## src/rtl/multicycle_issue_ctrl.sv

```systemverilog
// multicycle_issue_ctrl: scoreboard, per-unit start/done FSMs and a
// fixed-priority arbiter onto the spare register-file write port.
module multicycle_issue_ctrl #(
  parameter int NUM_UNITS = 2,
  parameter int UNIT_W    = 1,
  parameter int OP_W      = 2,
  parameter int DATA_W    = 32
) (
  input  logic                        CLK,
  input  logic                        RESET_N,
  input  logic                        IssueValid,
  input  logic                        IssueMulti,
  input  logic [UNIT_W-1:0]           IssueUnit,
  input  logic [OP_W-1:0]             IssueOp,
  input  logic [3:0]                  IssueRd,
  input  logic                        IssueRegW,
  input  logic [3:0]                  SrcRn,
  input  logic [3:0]                  SrcRm,
  input  logic                        SrcUseRn,
  input  logic                        SrcUseRm,
  output logic                        Stall,
  output logic                        IllegalIssue,
  output logic [NUM_UNITS-1:0]        UnitStart,
  output logic [NUM_UNITS*OP_W-1:0]   UnitOp,
  input  logic [NUM_UNITS-1:0]        UnitDone,
  input  logic [NUM_UNITS*DATA_W-1:0] UnitResult,
  input  logic                        WBPortFree,
  output logic                        WBEn,
  output logic [3:0]                  WBAddr,
  output logic [DATA_W-1:0]           WBData
);

  typedef enum logic [1:0] {
    S_IDLE,
    S_START,
    S_RUN,
    S_HOLD
  } st_e;

  st_e               st_q  [NUM_UNITS];
  st_e               st_d  [NUM_UNITS];
  logic [OP_W-1:0]   op_q  [NUM_UNITS];
  logic [OP_W-1:0]   op_d  [NUM_UNITS];
  logic [3:0]        rd_q  [NUM_UNITS];
  logic [3:0]        rd_d  [NUM_UNITS];
  logic [DATA_W-1:0] res_q [NUM_UNITS];
  logic [DATA_W-1:0] res_d [NUM_UNITS];

  logic [14:0]          busy_q, busy_d;
  logic [NUM_UNITS-1:0] start_q, start_d;

  logic [15:0]       busy16;
  logic              unit_ok;
  logic              sel_busy;
  logic              illegal;
  logic              hazard;
  logic              accept;
  logic              gnt_any;
  logic [UNIT_W-1:0] gnt_idx;

  // r15 reads as never busy; rejected ops never stall
  always_comb begin
    busy16   = {1'b0, busy_q};
    unit_ok  = 32'(IssueUnit) < NUM_UNITS;
    sel_busy = 1'b0;
    for (int i = 0; i < NUM_UNITS; i++) begin
      if (UNIT_W'(i) == IssueUnit && st_q[i] != S_IDLE)
        sel_busy = 1'b1;
    end
    illegal = IssueValid & IssueMulti &
              ((IssueRd == 4'd15) | ~unit_ok);
    hazard  = (SrcUseRn & busy16[SrcRn]) |
              (SrcUseRm & busy16[SrcRm]) |
              ((IssueRegW | IssueMulti) & busy16[IssueRd]) |
              (IssueMulti & sel_busy);
    Stall        = IssueValid & hazard & ~illegal;
    IllegalIssue = illegal;
    accept       = IssueValid & IssueMulti & ~Stall & ~illegal;
  end

  always_comb begin
    gnt_any = 1'b0;
    gnt_idx = '0;
    for (int i = 0; i < NUM_UNITS; i++) begin
      if (!gnt_any && WBPortFree && st_q[i] == S_HOLD) begin
        gnt_any = 1'b1;
        gnt_idx = UNIT_W'(i);
      end
    end
    WBEn   = gnt_any;
    WBAddr = gnt_any ? rd_q[gnt_idx] : 4'd0;
    WBData = gnt_any ? res_q[gnt_idx] : '0;
  end

  always_comb begin
    UnitOp = '0;
    for (int i = 0; i < NUM_UNITS; i++)
      UnitOp[i*OP_W +: OP_W] = op_q[i];
    UnitStart = start_q;
  end

  always_comb begin
    busy_d  = busy_q;
    start_d = '0;
    if (gnt_any && rd_q[gnt_idx] != 4'd15)
      busy_d[rd_q[gnt_idx]] = 1'b0;
    if (accept)
      busy_d[IssueRd] = 1'b1;
    for (int i = 0; i < NUM_UNITS; i++) begin
      st_d[i]  = st_q[i];
      op_d[i]  = op_q[i];
      rd_d[i]  = rd_q[i];
      res_d[i] = res_q[i];
      unique case (1'b1)
        st_q[i] == S_IDLE: begin
          if (accept && UNIT_W'(i) == IssueUnit) begin
            st_d[i]    = S_START;
            op_d[i]    = IssueOp;
            rd_d[i]    = IssueRd;
            start_d[i] = 1'b1;
          end
        end
        st_q[i] == S_START: st_d[i] = S_RUN;
        st_q[i] == S_RUN: begin
          if (UnitDone[i]) begin
            st_d[i]  = S_HOLD;
            res_d[i] = UnitResult[i*DATA_W +: DATA_W];
          end
        end
        st_q[i] == S_HOLD: begin
          if (gnt_any && gnt_idx == UNIT_W'(i))
            st_d[i] = S_IDLE;
        end
        default: ;
      endcase
    end
  end

  always_ff @(posedge CLK or negedge RESET_N) begin
    if (!RESET_N) begin
      busy_q  <= '0;
      start_q <= '0;
      for (int i = 0; i < NUM_UNITS; i++) begin
        st_q[i]  <= S_IDLE;
        op_q[i]  <= '0;
        rd_q[i]  <= '0;
        res_q[i] <= '0;
      end
    end else begin
      busy_q  <= busy_d;
      start_q <= start_d;
      for (int i = 0; i < NUM_UNITS; i++) begin
        st_q[i]  <= st_d[i];
        op_q[i]  <= op_d[i];
        rd_q[i]  <= rd_d[i];
        res_q[i] <= res_d[i];
      end
    end
  end

endmodule

```

## config.mk

```make
export PLATFORM = sky130hd
export DESIGN_NAME = multicycle_issue_ctrl
export DESIGN_NICKNAME = d
export VERILOG_FILES = /design/src/rtl/multicycle_issue_ctrl.sv
export SDC_FILE = /design/constraint.sdc
export NUM_CORES = 1
export LEC_CHECK = 0
export BUFFER_PORTS_ARGS = -buffer_cell sky130_fd_sc_hd__buf_4
export CAP_MARGIN = 20
export CORE_UTILIZATION = 45
export CTS_BUF_LIST = sky130_fd_sc_hd__clkbuf_8
export CTS_CLUSTER_DIAMETER = 40
export DETAILED_ROUTE_END_ITERATION = 7
export GPL_TIMING_DRIVEN = 0
export HOLD_SLACK_MARGIN = 0.12
export PLACE_DENSITY_LB_ADDON = 0.25
export SLEW_MARGIN = 10
export SYNTH_ARGS = -nofsm -noshare
export SYNTH_HDL_FRONTEND = slang
export SYNTH_SLANG_ARGS = --single-unit
```

## constraint.sdc

```tcl
create_clock -name CLK -period 2.8 [get_ports CLK]
set_input_delay 0.14 -clock CLK [delete_from_list [all_inputs] [get_ports CLK]]
set_output_delay 0.14 -clock CLK [all_outputs]
set_load 0.01 [all_outputs]
```

Word-level counts from Yosys, hierarchy flattened
Cells that the tools add are included.
{"block": "word_totals", "in_bits": 89, "word_cells": 115, "register_bits": 97}
{"block": "classes", "muxes": 37, "magnitude_cmp": 7, "bitwise_logic": 22, "eq_ne": 14, "n_reduce_logical": 25}
{"op": "two-way mux 32 bit", "count": 4}
{"op": "two-way mux 15 bit", "count": 2}
{"op": "less-than comparator 4 x 5 -> 1 bit, second input constant", "count": 4}
{"op": "two-way mux 4 bit", "count": 4}
{"op": "one-hot mux 2 bit (4 select lines)", "count": 2}
{"op": "bitwise AND 15 bit", "count": 1}
{"op": "inverter 15 bit", "count": 1}
{"op": "bitwise OR 15 bit", "count": 1}
{"op": "two-way mux 1 bit", "count": 14}
{"op": "binary-select mux 1 bit (select 4 bit)", "count": 3}
{"op": "logical AND 1 bit", "count": 12}
{"op": "two-way mux 2 bit", "count": 6}
{"op": "bitwise AND 1 bit", "count": 10}
{"op": "demux 1 bit (select 4 bit)", "count": 2}
{"op": "== test 2 bit, second input constant", "count": 4}
{"op": "greater-or-equal comparator 4 x 1 -> 1 bit, second input constant", "count": 2}
{"op": "!= test 2 x 1 -> 1 bit, second input constant", "count": 4}
{"op": "AND reduction 2 bit", "count": 4}
{"op": "AND reduction 4 bit", "count": 2}
{"op": "nonzero test 4 bit", "count": 2}
{"op": "== test 2 x 1 -> 1 bit, second input constant", "count": 2}
{"op": "== test 4 bit, second input constant", "count": 1}
{"op": "logical NOT 2 bit", "count": 2}
{"op": "!= test 2 bit, second input constant", "count": 2}
{"op": "other kinds (7)", "count": 14}

Logic depth before layout (Yosys ltp)
Gate-level depths: netlist of run 1.
{"block": "depth", "depth_word": 20, "mapped_depth": 9, "mapped_depth_nobuf": 8}

Worst setup path before layout of run 1
No wires, ideal clock.
{"block": "synth_timing", "path_kind": "register to register", "startpoint": "register busy_q[11]", "endpoint": "register op_q (netlist bit UnitOp[2])", "required_ps": 2675, "period_less_slack_ps": 2566, "slack_ps": 234, "path_stages_with_launch": 8, "arrival_ps": 2441, "path_cell_list": "dfrtp_1 > mux4_2 > o2111a_1 > a41o_1 > or4b_4 > or2_1 > buf_6 > mux2_4"}
{"block": "synth_via", "elab_chain_cells": 13}
{"element": "start: declaration", "line_no": "49", "rtl": "logic [14:0] busy_q, busy_d;"}
{"element": "start signal: assignment", "line_no": "150", "rtl": "busy_q <= busy_d;"}
{"element": "binary-select mux 1 bit (select 4 bit) (on tied branches)", "line_no": "72, 73"}
{"element": "two-way mux 1 bit (on tied branches)", "line_no": "72, 73"}
{"element": "bitwise AND 1 bit (on tied branches)", "line_no": "72, 73"}
{"element": "bitwise OR 1 bit", "line_no": "72", "rtl": "hazard = (SrcUseRn & busy16[SrcRn]) |"}
{"element": "bitwise OR 1 bit (*)", "line_no": "73", "rtl": "(SrcUseRm & busy16[SrcRm]) |"}
{"element": "bitwise OR 1 bit (*)", "line_no": "74", "rtl": "((IssueRegW | IssueMulti) & busy16[IssueRd]) |"}
{"element": "bitwise AND 1 bit (*) (2 in a row)", "line_no": "76", "rtl": "Stall = IssueValid & hazard & ~illegal;"}
{"element": "inverter 1 bit (*)", "line_no": "78", "rtl": "accept = IssueValid & IssueMulti & ~Stall & ~illegal;"}
{"element": "bitwise AND 1 bit (*) (2 in a row)", "line_no": "78"}
{"element": "logical AND 1 bit (*)", "line_no": "116", "rtl": "if (accept && UNIT_W'(i) == IssueUnit) begin"}
{"element": "AND reduction 2 bit (no line) (*)"}
{"element": "end signal: indexed assignment", "line_no": "154", "rtl": "op_q[i] <= op_d[i];"}
{"element": "end: declaration", "line_no": "42", "rtl": "logic [OP_W-1:0] op_q [NUM_UNITS];"}
Mark *: on every way between the ends. The rest lies on a longest branch, timed or not. The select of a mux whose other input is x is not followed.
A chain may end at the register's enable or synchronous reset.

Worst setup path after layout of run 1
{"block": "layout_timing", "startpoint": "register busy_q[11]", "endpoint": "register rd_q[3] (netlist name)"}
{"block": "layout_via", "elab_chain_cells": 13}
{"element": "binary-select mux 1 bit (select 4 bit) (on tied branches)", "line_no": "72, 73"}
{"element": "two-way mux 1 bit (on tied branches)", "line_no": "72, 73"}
{"element": "bitwise AND 1 bit (on tied branches)", "line_no": "72, 73"}
{"element": "bitwise OR 1 bit", "line_no": "72"}
{"element": "bitwise OR 1 bit (*)", "line_no": "73"}
{"element": "bitwise OR 1 bit (*)", "line_no": "74"}
{"element": "bitwise AND 1 bit (*) (2 in a row)", "line_no": "76"}
{"element": "inverter 1 bit (*)", "line_no": "78"}
{"element": "bitwise AND 1 bit (*) (2 in a row)", "line_no": "78"}
{"element": "logical AND 1 bit (*)", "line_no": "116"}
{"element": "AND reduction 2 bit (no line) (*)"}
{"element": "end signal: indexed assignment", "line_no": "155", "rtl": "rd_q[i] <= rd_d[i];"}
{"element": "end: declaration", "line_no": "44", "rtl": "logic [3:0] rd_q [NUM_UNITS];"}
Marks and branches as above.

==> reports/summary.md, run 1 <==
• **result of the run** completed
• **Port Buffer Count** 131
• **largest net degree at the start of global routing** 56
• **flip-flop and latch count after synthesis** 97
• **Core Footprint** 0.01094 mm2
• **ranking of synthesized cells by area** dfrtp_1 48%, mux2_2 16%, a22oi_1 5.6%, nor2b_1 5.4%, o21ai_0 3.0%
• **ordered list of cells on the worst path** mux4_2, o2111a_1, a41o_1, or4b_4, or2_1, buf_6, mux2_4
• **maximum capacitance violations** 0
• **Critical-path top delay cell** or4b_4
• **TNS Setup** 0 ns
• **slowest cell delay on critical path** 0.53 ns
• **count of cell types in the netlist** 49
• **path type of the worst min-delay path** input port to register
• **worst hold stages** 3
• **count of flip-flops with a built-in enable after synthesis** 0
• **share of Yosys cell area claimed by the top area cell type** 0.4760
• **CP arrival** 3.04 ns
• **clock slew seen by the registers of the worst setup and hold paths** 0.10 ns
• **overall via count from detail_route** 4,393
• **required time worst endpoint** 3.05 ns
• **worst hold slack across all endpoints** 0.1313 ns
• **clock buffer depth** 2
• **number of pins with negative max-slew slack in the final report** 0
• **reg2reg start** busy_q[11]
• **max_slew headroom** 0.5195
• **type of the worst setup path** register to register
• **number of nets in the synthesized netlist** 535
• **Synth Area in Simple Gates** 0.1224
• **die outline area** 0.01176 mm2
• **Total GRT Usage** 0.2532
• **dominant combinational cell family by area after synthesis** multiplexers
• **cells on worst reg2reg path** 7
• **count of nets left with antenna violations after detail routing** 0
• **CP Buf/Inv Count** 1
• **total power density per cell area** 859.5 mW/mm2
• **starting utilization of the core area** 0.4664
• **xor/xnor cell area share of the yosys netlist** 0
• **Yosys Warn Count** 0
• **vias in the first global route** 4,619
• **number of instances in the synthesized netlist** 439
• **launch point of the worst hold path** IssueRd[2]
• **area overhead of the layout relative to synthesis** 40.92%
• **final hold violations** 0
• **Max Fclk** 0.3585 GHz
• **biggest area consumer among synthesized cells** dfrtp_1
• **actual transition at the worst max-transition pin** 0.7208 ns
• **clock tree root buffer cell** clkbuf_8
• **Layout Skew** 0.009781 ns
• **Initial DRT Pass Iterations** 5
• **sequential share of the synthesized area** 0.4760
• **height of the die** 108.5 um
• **number of nets in the layout** 746
• **overall die width** 108.5 um
• **via density per instance** 5.526
• **wire length of the first global-routing pass** 22,670 um
• **cell type group with the largest total delay on the critical path** multiplexers
• **startpoint types** register
• **synthesized area per cell** 11.62 um2
• **total detailed-routing wirelength** 14,200 um
• **capture instance of the worst register-to-register path** rd_q[3]
• **internal reg-to-reg setup slack** 0.01 ns
• **setup repair after global routing missed its margin** yes
• **aggregate global routing overflow** 0
• **leakage power of the design** 0.003207 uW
• **peak ir drop on the vdd network** 0.5898 mV
• **mux cell area share after synthesis** 0.2191
• **CTS tree** done
• **Antenna Diode Count** 0
• **Avg WL per Cell** 17.86 um
• **count of boundary I/O pins** 134
• **fraction of layout cells with a size suffix above 1** 0.3695
• **antenna violations before repair** 0
• **Initial DRC Count** 311
• **number of H-tree levels** 3
• **total of endpoints with negative setup slack in the final report** 0
• **critical path peak fanout** 9
• **synthesized-area fraction occupied by ao, oa, aoi and oai cells** 0.1278
• **adder-cell share of the synthesized area** 0.01717
• **Std-Cell Rows** 38
• **number of sinks driven by the clock tree** 97
• **gp weighted congestion** 0.8984
• **top flip-flop cell by instance count after synthesis** dfrtp_1
• **Num CTS Buffers** 9
• **crit path capture type** register
• **clock insertion delay at the later pin of the skew report** 0.37 ns
• **final critical-path share of the clock period** 0.9961
• **Power Total** 6177 uW
• **Post-route DRC** 0
• **Synth async-reset ratio** 1.000
• **post-synthesis cell area** 0.005100 mm2
• **Worst Hold Path EP** busy_q[3]
• **dpl hpwl** 9576 um
• **shortest clock period the worst path allows after layout** 2.789 ns
-- cell usage in the layout, fill, tap and decap left out, types with 2 or more instances in the layout --
cell           instances
buf_4                133
dfrtp_1               97
mux2_2                72
dlygate4sd3_1         68
nor2b_1               44
a22oi_1               38
o21ai_0               31
nand2_1               18
clkbuf_8              15
inv_1                 12
clkbuf_1              11
nor2_1                10
mux2i_1               10
ha_1                   7
nand3_1                6
buf_1                  6
mux2_4                 6
nand3b_1               5
nand2b_1               5
a31oi_1                5
o211ai_1               4
nor3b_1                4
mux4_2                 4
nand4_1                3
a21oi_1                3
buf_6                  2
o221ai_1               2
a211o_1                2
o21a_1                 2
nor3_1                 2
and2_1                 2
clkinvlp_4             2
-- stage by stage --
| step | cells | cell area, um2 | util | setup WS (ns) |
|---|---|---|---|---|
| after floorplan | 439 | 5100 | - | 0.2339 |
| final | 795 | 7187 | 0.6572 | 0.01091 |
| after global placement | 710 | 6259 | 0.5723 | -0.1751 |
| after CTS | 795 | 7181 | 0.6566 | 0.04582 |
| after global routing | 795 | 7187 | 0.6572 | -0.01880 |
| after detailed placement | 711 | 6279 | 0.5741 | -0.2442 |
-- registers in the layout, indices dropped and copies added (netlist names) --
name	cells
UnitOp	4
UnitStart	2
busy_q	15
rd_q	8
res_q	64
st_q	4
-- metal layers --
metal | track usage | part of all wire | wire, um | up-vias
li1 | - | - | - | 2024
met1 | 0.3006 | 0.40 | 5613 | 2199
met2 | 0.4489 | 0.53 | 7547 | 151
met3 | 0.04400 | 0.055 | 784 | 19
met4 | 0.1081 | 0.018 | 251 | 0
met5 | 0 | 0 | 0 | -
-- worst max path at each step --
stage / from / to / slack, ns / cells after the start
finish: busy_q[11] / rd_q[3] / 0.01 / 7
global route: busy_q[11] / rd_q[3] / -0.02 / 7
CTS: busy_q[11] / rd_q[3] / 0.05 / 7
detailed placement: busy_q[11] / rd_q[5] / -0.24 / 6
global placement: busy_q[11] / UnitOp[0] / -0.18 / 6
floorplan: busy_q[11] / UnitOp[2] / 0.23 / 7
-- cell families (layout without fill, tap and decap cells) --
group	Yosys count	count (layout)
flops	97	97
simple gates	108	108
buf+inv	37	253
mux	93	93
compound gates	97	97
fa+ha+maj	7	7
-- power by group --
part | leakage, uW | switching [uW] | internal, uW
registers | 0.00118 | 483 | 2080
clock network | 0.000105 | 498 | 485
logic | 0.00192 | 1220 | 1410
-- worst register-to-register path: cells and delay by family, from the launching register on --
family	cells	cell delay, ns
compound gates	2	0.49
flops	1	0.44
buf+inv	1	0.16
simple gates	2	0.77
mux	2	0.81
-- cells in the mapped netlist, drive strengths merged, types with 2 or more instances --
library cell / n
mux2: 78
nand3: 7
a211o: 2
nand3b: 5
dfrtp: 97
o221ai: 2
o21a: 2
mux4: 5
ha: 7
nand2b: 5
nand4: 3
a21oi: 3
nor2: 10
o211ai: 4
o21ai: 31
nor2b: 44
nor3: 3
a22oi: 38
nand2: 18
inv: 12
a31oi: 5
buf: 10
clkbuf: 15
and2: 2
mux2i: 10
nor3b: 4
-- repair_timing --
item / in CTS / in global routing
hold endpoints to repair: 123 / 0
pin swaps: 1 / 0
hold buffers: 68 / 0
setup buffers: 0 / 0
endpoints found under the setup margin: 13 / 7
gates resized for setup: 2 / 1
-- cell type report --
| cell class | count | area, um2 |
|---|---|---|
| clock buffer | 12 | 165.2 |
| inverter | 12 | 45.04 |
| buffer | 25 | 147.6 |
| timing repair buffer | 200 | 1684 |
| fill | 844 | 3749 |
| clock inverter | 4 | 50.05 |
| tap | 140 | 175.2 |
| sequential | 97 | 2427 |
| multi-input combinational | 305 | 2492 |
Note: power is estimated with default switching activity, not from simulation.
==> run 2, diff against run 1 <==
Settings changed: TNS_END_PERCENT set to 1.
Clock period 2.8 ns to 3.6 ns, I/O delays scaled along.
==> reports/summary.md, run 2 (synthesis gave the netlist of run 1 again) <==
• **final critical-path share of the clock period** 0.8690
• **antenna violations before repair** 0
• **height of the die** 108.5 um
• **peak ir drop on the vdd network** 0.4362 mV
• **dpl hpwl** 9576 um
• **via density per instance** 5.555
• **CP arrival** 3.39 ns
• **setup repair after global routing missed its margin** no
• **final hold violations** 0
• **Max Fclk** 0.3196 GHz
• **area overhead of the layout relative to synthesis** 40.48%
• **launch point of the worst hold path** IssueUnit
• **aggregate global routing overflow** 0
• **count of nets left with antenna violations after detail routing** 0
• **Core Footprint** 0.01094 mm2
• **maximum capacitance violations** 0
• **largest net degree at the start of global routing** 56
• **CP Buf/Inv Count** 0
• **reg2reg start** busy_q[11]
• **overall via count from detail_route** 4,411
• **Layout Skew** 0.01244 ns
• **type of the worst setup path** register to register
• **startpoint types** register
• **wire length the detailed router placed on met1** 5512 um
• **Layout fillers** 852
• **sum of met2 wire segment lengths after detailed routing** 7369 um
• **critical path peak fanout** 8
• **count of boundary I/O pins** 134
• **clock insertion delay at the later pin of the skew report** 0.37 ns
• **Worst Hold Path EP** st_q[3]
• **worst setup slack after layout** 0.4715 ns
• **number of nets in the layout** 745
• **crit path capture type** register
• **Antenna Diode Count** 0
• **pre-CTS setup slack** 0.5558 ns
• **leakage power of the design** 0.003197 uW
• **required time worst endpoint** 3.86 ns
• **number of sinks driven by the clock tree** 97
• **starting utilization of the core area** 0.4664
• **gp weighted congestion** 0.8984
• **Post-route DRC** 0
• **CTS tree** done
• **capture instance of the worst register-to-register path** UnitOp[1]
• **cells on worst reg2reg path** 6
• **Num CTS Buffers** 9
• **Avg WL per Cell** 17.69 um
• **clock tree root buffer cell** clkbuf_8
• **slowest cell delay on critical path** 0.83 ns
• **shortest clock period the worst path allows after layout** 3.128 ns
• **flip-flop count of the largest register after layout** 64
• **number of pins with negative max-slew slack in the final report** 0
• **path type of the worst min-delay path** input port to register
• **top register by number of flip-flops** res_q
• **Total GRT Usage** 0.2515
• **ordered list of cells on the worst path** mux4_2, o2111a_1, a41o_1, nor3_1, nand3_2, mux2_2
• **highest metal layer with signal wires** met4
• **most frequent standard cell in the layout excluding fill and tap cells** buf_4
• **die outline area** 0.01176 mm2
• **number of H-tree levels** 3
• **wire length of the first global-routing pass** 22,550 um
• **total power density per cell area** 668.2 mW/mm2
• **total of endpoints with negative setup slack in the final report** 0
• **Initial DRC Count** 342
• **cell type group with the largest total delay on the critical path** simple AND/OR/NAND/NOR gates
• **worst hold stages** 4
• **TNS Setup** 0 ns
• **Critical-path top delay cell** nor3_1
• **clock buffer depth** 2
• **total detailed-routing wirelength** 14,050 um
• **Port Buffer Count** 131
• **clock slew seen by the registers of the worst setup and hold paths** 0.10 ns
• **result of the run** completed
• **Std-Cell Rows** 38
• **met3 wire len** 884 um
• **fraction of layout cells with a size suffix above 1** 0.3670
• **largest registers** res_q x64, busy_q x15, rd_q x8
• **max_slew headroom** 0.3197
• **internal reg-to-reg setup slack** 0.47 ns
• **vias in the first global route** 4,605
• **overall die width** 108.5 um
• **Initial DRT Pass Iterations** 5
• **# Post-CTS Setup Buffers** 0
• **commonest cells after routing, fill and taps aside** 133 x buf_4, 97 x dfrtp_1, 72 x mux2_2, 67 x dlygate4sd3_1, 44 x nor2b_1
• **actual transition at the worst max-transition pin** 1.013 ns
run 2: changes by cell type in the layout (fill, tap and decap cells not counted):
| cell | delta |
|---|---|
| nor3_4 | -1 |
| clkbuf_2 | -1 |
| dlygate4sd3_1 | -1 |
| clkbuf_1 | +1 |
| nor3_1 | +1 |
run 2: area by class of cell:
cell class,instances,area [um2],area share
plain buffers,25,146.4,0.02043
clock buffers,12,165.2,0.02305
clock inverters,4,50.05,0.006986
inverters,12,45.04,0.006287
multi-input cells,305,2481,0.3463
flip-flops and latches,97,2427,0.3388
well taps,140,175.2,0.02445
repair buffers,199,1674,0.2337
run 2: worst max-delay path by stage:
stage	startpoint	end	cells after the start
after floorplan	busy_q[11]	UnitOp[2]	7
after global placement	busy_q[11]	UnitOp[0]	6
final	busy_q[11]	UnitOp[1]	6
after CTS	busy_q[11]	rd_q[5]	6
after global routing	busy_q[11]	rd_q[6]	6
after detailed placement	busy_q[11]	rd_q[5]	6
run 2: power by group:
group	internal, uW	switching, uW	total (uW)
clock	377	385	762
sequential	1620	373	1990
combinational	1090	939	2030
total	3090	1700	4790
run 2: through the flow:
stage | hold WS (ns) | total power, uW | instance area (um2) | std cells | utilization
after global placement | 0.4133 | 3842 | 6259 | 710 | 0.5723
after global routing | 0.1699 | 5103 | 7164 | 794 | 0.6551
final | 0.1264 | 4787 | 7164 | 794 | 0.6551
after detailed placement | 0.2761 | 3963 | 6279 | 711 | 0.5741
after floorplan | -0.1156 | 3241 | 5100 | 439 | -
after CTS | 0.1258 | 4781 | 7164 | 794 | 0.6551
run 2: layer usage:
metal / track usage / vias up
met5: 0 / -
met4: 0.1062 / 0
met3: 0.04882 / 21
met2: 0.4403 / 156
met1: 0.3006 / 2216
li1: - / 2018
run 2: what timing repair did:
| action | 4_1_cts | 5_1_grt |
|---|---|---|
| hold buffers | 67 | 0 |
| resized for setup | 0 | 0 |
| hold endpoints to repair | 122 | 0 |
run 2: worst min-delay path, delay by kind of cell:
family | cells | cell delay [ns]
and+or+nand+nor | 3 | 0.19
buffers and inverters | 1 | 0.09
==> run 3, diff against run 2 <==
Settings changed: REMOVE_ABC_BUFFERS set to 1.
Clock period 3.6 ns to 3 ns, I/O delays scaled along.
==> reports/summary.md, run 3 (synthesis gave the netlist of run 1 again) <==
• **aggregate global routing overflow** 0
• **count of nets left with antenna violations after detail routing** 0
• **ordered list of cells on the worst path** mux4_2, o2111a_1, a41o_1, or4b_4, or2_1, mux2_4
• **slowest cell delay on critical path** 0.55 ns
• **clock insertion delay at the later pin of the skew report** 0.36 ns
• **count of boundary I/O pins** 134
• **CP Buf/Inv Count** 0
• **maximum capacitance violations** 0
• **total power density per cell area** 817.7 mW/mm2
• **critical path peak fanout** 9
• **capture instance of the worst register-to-register path** UnitOp[3]
• **critical path depth in cells** 6
• **Post-route DRC** 0
• **Worst Hold Path EP** rd_q[0]
• **leakage power of the design** 0.003218 uW
• **cell type group with the largest total delay on the critical path** simple AND/OR/NAND/NOR gates
• **Initial DRC Count** 215
• **max_slew headroom** 0.5794
• **fraction of layout cells with a size suffix above 1** 0.3840
• **number of sinks driven by the clock tree** 97
• **clock buffer depth** 2
• **overall via count from detail_route** 4,380
• **Port Buffer Count** 133
• **Max Fclk** 0.3428 GHz
• **number of H-tree levels** 3
• **final hold violations** 0
• **final critical-path share of the clock period** 0.9725
• **worst hold slack across all endpoints** 0.1667 ns
• **area overhead of the layout relative to synthesis** 41.12%
• **type of the worst setup path** register to register
• **CP arrival** 3.17 ns
• **overall die width** 108.5 um
• **post-route insts no fill** 778
• **pre-CTS setup slack** -0.1774 ns
• **clock slew seen by the registers of the worst setup and hold paths** 0.09 ns
• **Layout fillers** 824
• **Critical-path top delay cell** or4b_4
• **path type of the worst min-delay path** input port to register
• **number of pins with negative max-slew slack in the final report** 0
• **Core Footprint** 0.01094 mm2
• **cells on worst reg2reg path** 6
• **commonest cells after routing, fill and taps aside** 133 x buf_4, 97 x dfrtp_1, 72 x mux2_2, 70 x dlygate4sd3_1, 43 x nor2b_1
• **startpoint types** register
• **total detailed-routing wirelength** 13,950 um
• **launch point of the worst hold path** IssueRd[0]
• **largest registers** res_q x64, busy_q x15, rd_q x8
• **wire length of the first global-routing pass** 22,100 um
• **shortest clock period the worst path allows after layout** 2.918 ns
• **CTS tree** done
• **largest net degree at the start of global routing** 59
• **flip-flop count of the largest register after layout** 64
• **Std-Cell Rows** 38
• **most frequent standard cell in the layout excluding fill and tap cells** buf_4
• **TNS Setup** 0 ns
• **required time worst endpoint** 3.26 ns
• **vias in the first global route** 4,526
• **actual transition at the worst max-transition pin** 0.6309 ns
• **top register by number of flip-flops** res_q
• **Antenna Diode Count** 0
• **starting utilization of the core area** 0.4664
• **setup repair after global routing missed its margin** no
• **number of nets in the layout** 729
• **worst setup slack after layout** 0.08249 ns
• **dpl hpwl** 9002 um
• **antenna violations before repair** 0
• **result of the run** completed
• **core utilization of the finished layout** 0.6581
• **internal reg-to-reg setup slack** 0.08 ns
• **worst hold stages** 2
• **gp weighted congestion** 0.9061
• **Total GRT Usage** 0.2465
• **total of endpoints with negative setup slack in the final report** 0
• **die outline area** 0.01176 mm2
• **Num CTS Buffers** 9
• **crit path capture type** register
• **# Post-CTS Setup Buffers** 0
• **reg2reg start** busy_q[11]
• **clock tree root buffer cell** clkbuf_8
• **Layout Skew** 0.007954 ns
• **peak ir drop on the vdd network** 0.4611 mV
• **height of the die** 108.5 um
• **post-placement cell count** 692
• **Avg WL per Cell** 17.93 um
• **Initial DRT Pass Iterations** 4
• **via density per instance** 5.630
## run 3: layout make-up
cell class | count | area, um2 | share of cell area
Timing Repair Buffer | 208 | 1807 | 0.2510
Clock inverter | 4 | 73.82 | 0.01026
Clock buffer | 12 | 165.2 | 0.02295
Tap cell | 140 | 175.2 | 0.02434
Inverter | 12 | 45.04 | 0.006259
Sequential cell | 97 | 2427 | 0.3373
Multi-Input combinational cell | 305 | 2504 | 0.3479
## run 3: layer usage
metal  share of wire  wire length (um)  global-route usage  vias up
li1                -                 -                   -     2001
met2            0.51              7118              0.4281      154
met3           0.063               872             0.05606       24
met4           0.021               297             0.09846        0
met5               0                 0                   0        -
met1            0.41              5661              0.2942     2201
## run 3: through the flow
| stage | power, uW | instance area [um2] |
|---|---|---|
| after floorplan | 3845 | 4954 |
| after global placement | 4589 | 6127 |
| after detailed placement | 4800 | 6250 |
| after CTS | 5873 | 7194 |
| after global routing | 6252 | 7197 |
| final | 5885 | 7197 |
## run 3: repair_timing
action,CTS,global route
resized for setup,1,1
hold buffers,70,0
setup endpoints to repair,8,1
endpoints found under the hold margin,114,0
## run 3: how the worst max path moves through the flow
stage,from,endpoint,slack [ns]
2_1_floorplan,st_q[2],busy_q[3],-0.60
3_3_place_gp,st_q[3],WBAddr[0],-2.54
3_5_place_dp,busy_q[12],UnitOp[1],-0.18
4_1_cts,st_q[3],WBAddr[0],0.03
5_1_grt,busy_q[11],UnitOp[3],0.02
6_report,busy_q[11],UnitOp[3],0.08
## run 3: report_power, final
group | leakage [uW] | internal, uW | total [uW] | switching (uW)
clock network | 0.000123 | 538 | 984 | 446
logic | 0.00192 | 1370 | 2510 | 1140
registers | 0.00118 | 1940 | 2400 | 452
